==> src/rtl/spi_txn_arbiter.sv <==
// Two-requester round-robin arbiter in front of a single SPI master.
// One transaction at a time: launch, wait for completion or timeout, acknowledge.
module spi_txn_arbiter #(
  parameter int DATA_WIDTH  = 8,
  parameter int TIMEOUT_CYC = 1024
) (
  input  logic                  clk,
  input  logic                  rst,
  input  logic [1:0]            req,
  input  logic [1:0]            reqWr,
  input  logic [DATA_WIDTH-1:0] reqData0,
  input  logic [DATA_WIDTH-1:0] reqData1,
  output logic [1:0]            ack,
  output logic                  err,
  output logic [DATA_WIDTH-1:0] rdData,
  output logic [1:0]            grant,
  output logic                  mstNewTXN,
  output logic                  mstWrEn,
  output logic [DATA_WIDTH-1:0] mstDataIn,
  input  logic                  mstDone,
  input  logic [DATA_WIDTH-1:0] mstRdData
);

  localparam logic [15:0] CNT_LIMIT = 16'(TIMEOUT_CYC - 1);

  typedef enum logic [1:0] {S_IDLE, S_LAUNCH, S_WAIT, S_DONE} state_e;

  state_e                state_q, state_d;
  logic [1:0]            grant_q, grant_d;
  logic                  last_q, last_d;
  logic [15:0]           cnt_q, cnt_d;
  logic [1:0]            ack_q, ack_d;
  logic                  err_q, err_d;
  logic                  newtxn_q, newtxn_d;
  logic                  wr_en_q, wr_en_d;
  logic [DATA_WIDTH-1:0] data_q, data_d;
  logic [DATA_WIDTH-1:0] rd_data_q, rd_data_d;
  logic                  pick1;
  logic                  timeout;

  // Requester 1 wins alone, or on contention when requester 0 was served last.
  assign pick1   = req[1] & (~req[0] | ~last_q);
  assign timeout = (cnt_q == CNT_LIMIT);

  always_ff @(posedge clk or negedge rst) begin
    if (!rst) begin
      state_q   <= S_IDLE;
      grant_q   <= 2'b00;
      last_q    <= 1'b1;
      cnt_q     <= 16'd0;
      ack_q     <= 2'b00;
      err_q     <= 1'b0;
      newtxn_q  <= 1'b0;
      wr_en_q   <= 1'b0;
      data_q    <= '0;
      rd_data_q <= '0;
    end else begin
      // NOTE: non-blocking assignments so every register samples pre-edge values.
      state_q   <= state_d;
      grant_q   <= grant_d;
      last_q    <= last_d;
      cnt_q     <= cnt_d;
      ack_q     <= ack_d;
      err_q     <= err_d;
      newtxn_q  <= newtxn_d;
      wr_en_q   <= wr_en_d;
      data_q    <= data_d;
      rd_data_q <= rd_data_d;
    end
  end

  always_comb begin
    state_d = state_q;
    unique case (state_q)
      S_IDLE:   if (|req) state_d = S_LAUNCH;
      S_LAUNCH: state_d = S_WAIT;
      S_WAIT:   if (mstDone || timeout) state_d = S_DONE;
      S_DONE:   state_d = S_IDLE;
      default:  state_d = S_IDLE;
    endcase
  end

  // Outputs are registered: each *_d is the value visible in the next state.
  always_comb begin
    // NOTE: every target gets a default first so no path leaves it unassigned (no latch).
    grant_d   = grant_q;
    last_d    = last_q;
    cnt_d     = cnt_q;
    ack_d     = 2'b00;
    err_d     = 1'b0;
    newtxn_d  = 1'b0;
    wr_en_d   = wr_en_q;
    data_d    = data_q;
    rd_data_d = rd_data_q;
    unique case (state_q)
      S_IDLE: begin
        if (|req) begin
          grant_d = pick1 ? 2'b10 : 2'b01;
          wr_en_d = pick1 ? reqWr[1] : reqWr[0];
          data_d  = pick1 ? reqData1 : reqData0;
        end
      end
      S_LAUNCH: begin
        newtxn_d = 1'b1;
        cnt_d    = 16'd0;
      end
      S_WAIT: begin
        cnt_d = cnt_q + 16'd1;
        // Completion takes priority over a timeout landing in the same cycle.
        if (mstDone) begin
          ack_d = grant_q;
          if (!wr_en_q) rd_data_d = mstRdData;
        end else if (timeout) begin
          ack_d = grant_q;
          err_d = 1'b1;
        end
      end
      S_DONE: begin
        last_d  = grant_q[1];
        grant_d = 2'b00;
      end
      default: ;
    endcase
  end

  assign ack       = ack_q;
  assign err       = err_q;
  assign rdData    = rd_data_q;
  assign grant     = grant_q;
  assign mstNewTXN = newtxn_q;
  assign mstWrEn   = wr_en_q;
  assign mstDataIn = data_q;

endmodule

==> config.mk <==
export PLATFORM = sky130hd
export DESIGN_NAME = spi_txn_arbiter
export DESIGN_NICKNAME = d
export VERILOG_FILES = /design/src/rtl/spi_txn_arbiter.sv
export SDC_FILE = /design/constraint.sdc
export NUM_CORES = 1
export LEC_CHECK = 0
export BUFFER_PORTS_ARGS = -buffer_cell sky130_fd_sc_hd__buf_4
export CAP_MARGIN = 20
export CORE_MARGIN = 2
export CORE_UTILIZATION = 30
export DETAILED_ROUTE_END_ITERATION = 7
export PLACE_DENSITY = 0.47
export SLEW_MARGIN = 15
export SYNTH_ARGS = -nofsm -noshare
export SYNTH_HDL_FRONTEND = slang
export SYNTH_SLANG_ARGS = --single-unit
==> constraint.sdc <==
create_clock -name clk -period 2.3 [get_ports clk]
set_input_delay 0.575 -clock clk [delete_from_list [all_inputs] [get_ports clk]]
set_output_delay 0.575 -clock clk [all_outputs]
set_load 0.01 [all_outputs]
==> results by stage, run 1 <==
Run status:
- The flow ran to the end, and the final reports show no timing, DRC or antenna violations.

Final layout:
- Summing all flip-flop and latch instances after layout gives approximately 1100 um^2.
- The final layout net count is roughly 290.
- The signed area change from the synthesized netlist to the final layout is 28.9%.
- The combined area of the multi-input logic cells is 930 um^2.
- Fill cells in the final layout number about 660.
- The post-layout instance count excluding filler cells is 332.
- The post-route standard cell area excluding fillers is 2670 um^2.
- The number of antenna cells inserted is 0.
- The fraction of final layout cells sized beyond drive strength 1 is 0.353.

Placed design:
- The number of cells in the design after placement is around 320.
- The cell area reported after detailed placement is 2570 um^2.
- Timing analysis after detailed placement gives a worst setup slack of 292 ps.
- The HPWL after detailed placement is 3360 um.
- The count of buffers inserted at the top-level ports is 53.
- At the end of routability-driven placement, the weighted congestion stood at 0.712.

Worst hold path:
- The class of the most critical hold timing path is in -> async.

Timing:
- The worst slew margin relative to its limit is 0.564.
- Derived from the worst setup path, the maximum achievable clock frequency is just under 500 MHz.
- The final count of hold timing violations was 0.
- Of the available clock period, the critical path in the final layout requires 0.880.
- The minimum setup slack in the final design is 276 ps.
- The final critical-path required period is 2020 ps.
- The slew at the pin closest to its max-slew limit is approximately 650 ps.
- Clock skew on the completed layout was measured at 3.49 ps.
- Setup violations remaining at the end of the flow were counted as 0.
- Setup repair after global routing left no endpoint under its margin.
- The max-slew violation count is 0.
- In the final timing run, aggregate negative setup slack is 0 ps.

Worst setup path:
- For this run, the slowest stage of the critical path takes 530 ps.
- Data on the critical path arrives at its endpoint at ~2200 ps.
- The required arrival time at the worst endpoint is approximately 2500 ps.
- The kind of cell with the highest combined delay on the critical path is simple AND/OR/NAND/NOR gates.
- The worst setup path is of the reg -> reg kind.
- Of all nets on the critical path, the largest fanout is 13.
- The critical path buffer and inverter count is 1.
- The slowest stage of the critical path is the ha_1 cell.
- The element type at the critical path start is a flip-flop.
- The setup slack on the worst flop-to-flop path is between 200 and 300 ps.
- STA classifies the critical path endpoint as a flip-flop.
- Walking the worst path, the cells encountered are inv_1, ha_1, nand2_2, nor3_2, nand3_1, mux2_4.

Route:
- The total detailed-routing wirelength is 4660 um.
- Once detail routing completed, the nets flagged for antenna violations numbered 0.
- The number of design rule violations left after detail routing is 0.
- After detailed routing, the average wire length per cell comes to 14.0 um.
- Dividing the detail-routed via count by the number of cells gives 4.87.
- The total number of vias is 1,616.
- In this run, the number of DRC markers left after iteration 0 of detailed routing was 86.
- The pre-antenna-repair detailed-routing pass consisted of 5 iterations.

Job:
- The reported max-cap violation count is 0.

Synthesis:
- The distinct cell type count of the synthesized netlist is 46.
- The number of flops mapped to enable cells by yosys is 0.
- The leading register cell type out of synthesis is dfrtp_1.
- Counting flops with an async set or reset pin after synthesis yields a share of 1.00.
- In the synthesized netlist, the number of instances is 192.
- Of the synthesized area, sequential elements account for 0.508.
- Summing every instance area after synthesis gives 2070 um^2.
- The synthesized netlist net count is 229.
- After synthesis, the mean cell area works out to 10.8 um^2.
- Counting flops and latches in the post-synthesis netlist gives between 40 and 50.
- The Yosys step of the flow raised 0 warnings.

Pwr:
- The design draws 2.81 mW.
- The leakage power of the design is 1.25 nW.
- VDD sags by at most 516 uV.
- Dividing total power by cell area gives a power density of between 1000 and 1500 nW/um^2.

Die:
- 54 I/O pins were placed.
- In this run the standard cell core region covers 6720 um^2.
- The starting utilization of the core area is 0.308.
- The die area is 7580 um^2.
- The floorplan has 30 rows.
- The die is 87.1 um wide.
- The die boundary height is 87.1 um.

Clocking:
- The number of hold-repair buffers added at the cts stage is 0.
- The TritonCTS clock tree is built.
- Clock latency on the worst-skew pair, taken at its later pin, is about 290 ps.
- The tree is rooted in a clkbuf_8.
- After clock tree synthesis, the clock-pin slew on the worst setup and hold paths is about 80 ps.
- Counting the buffers created by CTS gives 5.
- The post-cts gate resize count is 0.
- In this run the deepest clock path goes through 2 buffers.
- The number of sinks handled by clock tree synthesis is 42.
- The clock tree synthesis step divided the H-tree into 2 levels.
- The number of setup buffers added after CTS is 0.

Global routing:
- For this run, global-route usage on met1 was measured as 0.177.
- The total routing resource utilization after global routing is 0.135.
- The most used routing layer is met2.
- For met3 alone, demand over resource in global routing was 0.0389.
- The initial antenna violation count is 0.
- Summed over all layers, the global routing overflow is 0.
- The via count of the first global-routing pass is ~1,700.
- The pin count of the biggest net entering global routing is 43.
- The wire length of the first global-routing pass is 8000 um.
- In the global route stage, met2 resource usage came out at 0.219.
power by group:
part           internal, mW  switching (mW)
clock network         0.247           0.268
logic                 0.561           0.633
registers             0.958           0.141
total                  1.77            1.04
through the flow:
| step | hold WS, ps | utilization |
|---|---|---|
| 3_5_place_dp | 477 | 0.382 |
| 3_3_place_gp | 490 | 0.382 |
| 5_1_grt | 298 | 0.397 |
| 4_1_cts | 287 | 0.397 |
| 2_1_floorplan | 279 | - |
| 6_report | 270 | 0.397 |
cells in the final DEF, fill, tap and decap left out, types with 4 or more instances in the layout:
cell and count:
nor4_2 4, mux2_2 9, xnor2_1 6, a222oi_1 9, nand2_1 15, inv_1 20
dfrtp_1 41, ha_1 6, buf_4 55, clkbuf_8 6, o21ai_0 8, nor3_1 5
nand3_1 7, nor2_1 18
layout make-up:
type,instances,area share
inverters,20,0.0281
multi-input cells,127,0.348
clock inverters,2,0.00609
repair buffers,55,0.155
flip-flops and latches,42,0.394
well taps,80,0.0375
clock buffers,6,0.0309
Yosys cell counts (2+ instances only):
master / n / area share
a21o_1: 2 / 0.0072
a21oi_1: 3 / 0.0072
a21oi_2: 2 / 0.0085
a222oi_1: 9 / 0.044
buf_2: 2 / 0.0048
dfrtp_1: 41 / 0.50
ha_1: 6 / 0.036
inv_1: 20 / 0.036
mux2_2: 9 / 0.049
nand2_1: 15 / 0.027
nand3_1: 7 / 0.017
nand4_1: 2 / 0.0060
nand4_2: 2 / 0.012
nor2_1: 18 / 0.033
nor2b_1: 2 / 0.0060
nor3_1: 5 / 0.012
nor3_2: 3 / 0.015
nor4_2: 4 / 0.024
o21ai_0: 8 / 0.019
xnor2_1: 6 / 0.025
logic make-up after synthesis:
logic type	after synthesis	synth area share
muxes	12	0.0665
xor gates and xnor gates	7	0.0296
AOI/OAI and AO/OA	30	0.109
adders and majority gates	6	0.0363
and+or+nand+nor	72	0.208
DFF	42	0.508
buffers and inverters	23	0.0429
flip-flops by register name, indices dropped and copies added (netlist names):
signal,cells
mstDataIn,8
grant,2
err,1
state_q,2
last_q,1
ack,2
mstNewTXN,1
rdData,8
cnt_q,16
mstWrEn,1
per-layer routing:
| metal | vias to the layer above | wire (um) |
|---|---|---|
| met3 | 5 | 262 |
| met4 | 0 | 40 |
| met2 | 48 | 2210 |
| met1 | 765 | 2140 |
| met5 | - | 0 |
| li1 | 798 | - |
path summary, 6_finish.rpt:
check | from | endpoint | cells after the start
setup / recovery | state_q[1] | cnt_q[15] | 6
hold / removal | rst | err | 1
setup reg to reg | state_q[1] | cnt_q[15] | 6
hold reg to reg | rdData[2] | rdData[2] | 1
max in group asynchronous | rst | last_q | 1
min in group clk | mstRdData[0] | rdData[0] | 2
Note: power is estimated with default switching activity, not from simulation.
==> run 2: changes to the inputs <==
--- a/config.mk
+++ b/config.mk
@@ -10,6 +10,7 @@
 export CORE_MARGIN = 2
 export CORE_UTILIZATION = 30
 export DETAILED_ROUTE_END_ITERATION = 7
+export MAX_ROUTING_LAYER = met4
 export PLACE_DENSITY = 0.47
 export SLEW_MARGIN = 15
 export SYNTH_ARGS = -nofsm -noshare
==> run 2 against run 1 <==
Effect of this change:
- total power is essentially flat
- utilization is the same
- critical path depth is the same
- die area is the same
- count of clock-buffer cells in the layout is the same
- sequential power is essentially flat
- sequential cell count is the same
- combinational power is essentially flat
- first-iteration DRC count grew 4.7%
- register-to-register slack is essentially flat
- non-clock buffer count is the same
- critical path type unchanged
- critical endpoint unchanged
- largest power group unchanged
- highest routed layer unchanged
==> results by stage, run 2 (same netlist as run 1, synthesis figures left out) <==
Global routing:
- The first global-routing pass estimated 8000 um of wire.
- The via count of the first global-routing pass is 1,686.
- For this run, the total global-route usage over all layers was measured as 0.139.
- The final global-route overflow total is 0.
- The initial antenna violation count is 0.
- Entering global routing, the biggest net connects 43 pins.

Die:
- The horizontal die dimension is between 80 and 90 um.
- The floorplan step set the die height to 87.1 um.
- The area inside the core boundary is 6720 um^2.
- The number of standard-cell rows in the floorplan is 30.
- The starting utilization of the core area is 0.308.
- The number of primary I/O pins is 54.
- The die covers 7580 um^2.

Timing:
- Measured against its own limit, the worst slew margin works out to 0.564.
- The final count of hold timing violations is 0.
- Derived from the worst setup path, the maximum achievable clock frequency is 494 MHz.
- Setup repair after global routing left no endpoint under its margin.
- Across all hold checks on the routed design, the worst slack comes to 270 ps.
- For the final database, setup skew stands at 3.39 ps.
- The smallest clock period supported by the final layout is computed as 2020 ps.
- Setup violations remaining at the end of the flow were counted as 0.
- In the finished design, the share of the clock period the worst path needs comes to 0.880.
- The max-slew violation count came to 0.
- In the final timing run, aggregate negative setup slack is 0 ps.
- The slew at the pin closest to its max-slew limit is 650 ps.

Pwr:
- The relative contribution of combinational cells to total power is 0.425.
- Of the total power, registers draw 0.391.
- The internal power of the cells totals 1.77 mW.
- The net switching component of the power is 1.04 mW.
- The maximum VDD drop is around 520 uV.
- The share of total power in the clock network is 0.183.
- The leakage power of the design is 1.25 nW.
- The design draws 2.81 mW.
- The power density of the placed cells is 1050 nW/um^2.
- The fraction of power spent switching nets is 0.371.

Clocking:
- The number of sinks handled by clock tree synthesis is 42.
- The clock transition at the registers of the reported paths is 80 ps.
- Post-CTS timing repair inserted 0 buffers for setup.
- The number of hold-repair buffers added at the cts stage is 0.
- The tree is rooted in a clkbuf_8.
- The H-tree was split into 2 levels.
- The largest buffer count on any clock path is 2.
- TritonCTS built the clock tree.
- Clock latency on the worst-skew pair, taken at its later pin, is 290 ps.
- Once the clock tree was built, the resizer swapped 0 gates to a different size.
- The number of buffers created by CTS is 5.

Placed design:
- Routability-driven placement finished with a final weighted congestion of 0.720.
- After legalization and detailed placement, the total HPWL measured ~3400 um.
- The count of buffers inserted at the top-level ports is between 50 and 60.

Final layout:
- The final layout contains 288 nets.
- The number of antenna cells inserted is 0.
- The final design utilization is 0.397.
- The library cells used most frequently in the layout, excluding fill and tap cells, are buf_4, dfrtp_1, inv_1.
- The register with the most flip-flops in the layout has 16 of them.
- The count of fill cells added during filler insertion is 656.
- The register with the most flip-flops in the final layout is cnt_q.
- Compared with the post-synthesis result, the final layout area differs by 28.9%.
- Leaving out fill and tap cells, the most frequent cell in the layout is buf_4.
- The fraction of final layout cells sized beyond drive strength 1 is 0.353.

Route:
- The detailed router finished its first iteration with 90 violations.
- The routed wirelength normalized by instance count is 14.0 um.
- The total detailed-routing wirelength is 4650 um.
- In this run the remaining antenna-violating nets after routing total 0.
- In the routed design, unresolved DRC markers number 0.
- The vias per cell is 4.85.
- For this run, the detailed router's first-pass iteration total came to 5.
- The total number of vias is 1,610.

Worst hold path:
- The class of the most critical hold timing path is in -> async.

Worst setup path:
- STA classifies the critical path startpoint as a flip-flop.
- The data arrival time at the worst-slack endpoint is 2200 ps.
- Of all nets on the critical path, the largest fanout is 13.
- The worst setup path is of the reg -> reg kind.
- Measured in cells, the most critical reg-to-reg path has a length of 6.
- At the worst endpoint, the required time is around 2500 ps.
- The capturing element type of the critical path is a flip-flop.

Run status:
- The flow ran to the end, and the final reports show no timing, DRC or antenna violations.

Job:
- The reported max-cap violation count is 0.
[run 2: cell counts in the layout (fill, tap and decap cells not counted)]
No cell type changed its count.
[run 2: final timing paths]
check	start	slack [ps]	end
worst max-delay path	state_q[1]	280	cnt_q[15]
worst min-delay path	rst	270	err
worst max register to register	state_q[1]	280	cnt_q[15]
worst min register to register	rdData[2]	510	rdData[2]
max in group asynchronous	rst	1660	last_q
min in group clk	mstRdData[0]	510	rdData[0]
[run 2: cell type report]
| type | count | area, um^2 | area share |
|---|---|---|---|
| Timing Repair Buffer | 55 | 413 | 0.155 |
| Inverter | 20 | 75.1 | 0.0281 |
| Tap cell | 80 | 100 | 0.0375 |
| Sequential cell | 42 | 1050 | 0.394 |
| Clock inverter | 2 | 16.3 | 0.00609 |
| Multi-Input combinational cell | 127 | 930 | 0.348 |
| Clock buffer | 6 | 82.6 | 0.0309 |
[run 2: critical path, cell delays in order, from the launching register on]
cell	delay, ps
dfrtp_1	410
inv_1	110
ha_1	530
nand2_2	230
nor3_2	220
nand3_1	120
mux2_4	300
[run 2: power groups by stage]
| stage | combinational, mW | sequential, mW | clock [mW] |
|---|---|---|---|
| floorplan | 0.627 | 1.17 | 0 |
| global placement | 1.22 | 1.11 | 0 |
| detailed placement | 1.22 | 1.10 | 0 |
| CTS | 1.22 | 1.10 | 0.543 |
| global route | 1.35 | 1.13 | 0.579 |
| finish | 1.19 | 1.10 | 0.515 |
[run 2: stage by stage]
| step | area [um^2] | instances | setup slack, ps |
|---|---|---|---|
| floorplan | 2070 | 192 | 673 |
| global placement | 2570 | 324 | 313 |
| detailed placement | 2570 | 324 | 292 |
| CTS | 2670 | 332 | 261 |
| global route | 2670 | 332 | 104 |
| finish | 2670 | 332 | 276 |
[run 2: per-layer routing]
layer,up-vias,share of wire,track usage
li1,798,-,-
met1,760,0.47,0.180
met2,47,0.47,0.219
met3,5,0.049,0.0341
met4,0,0.0086,0.0341
met5,-,0,-
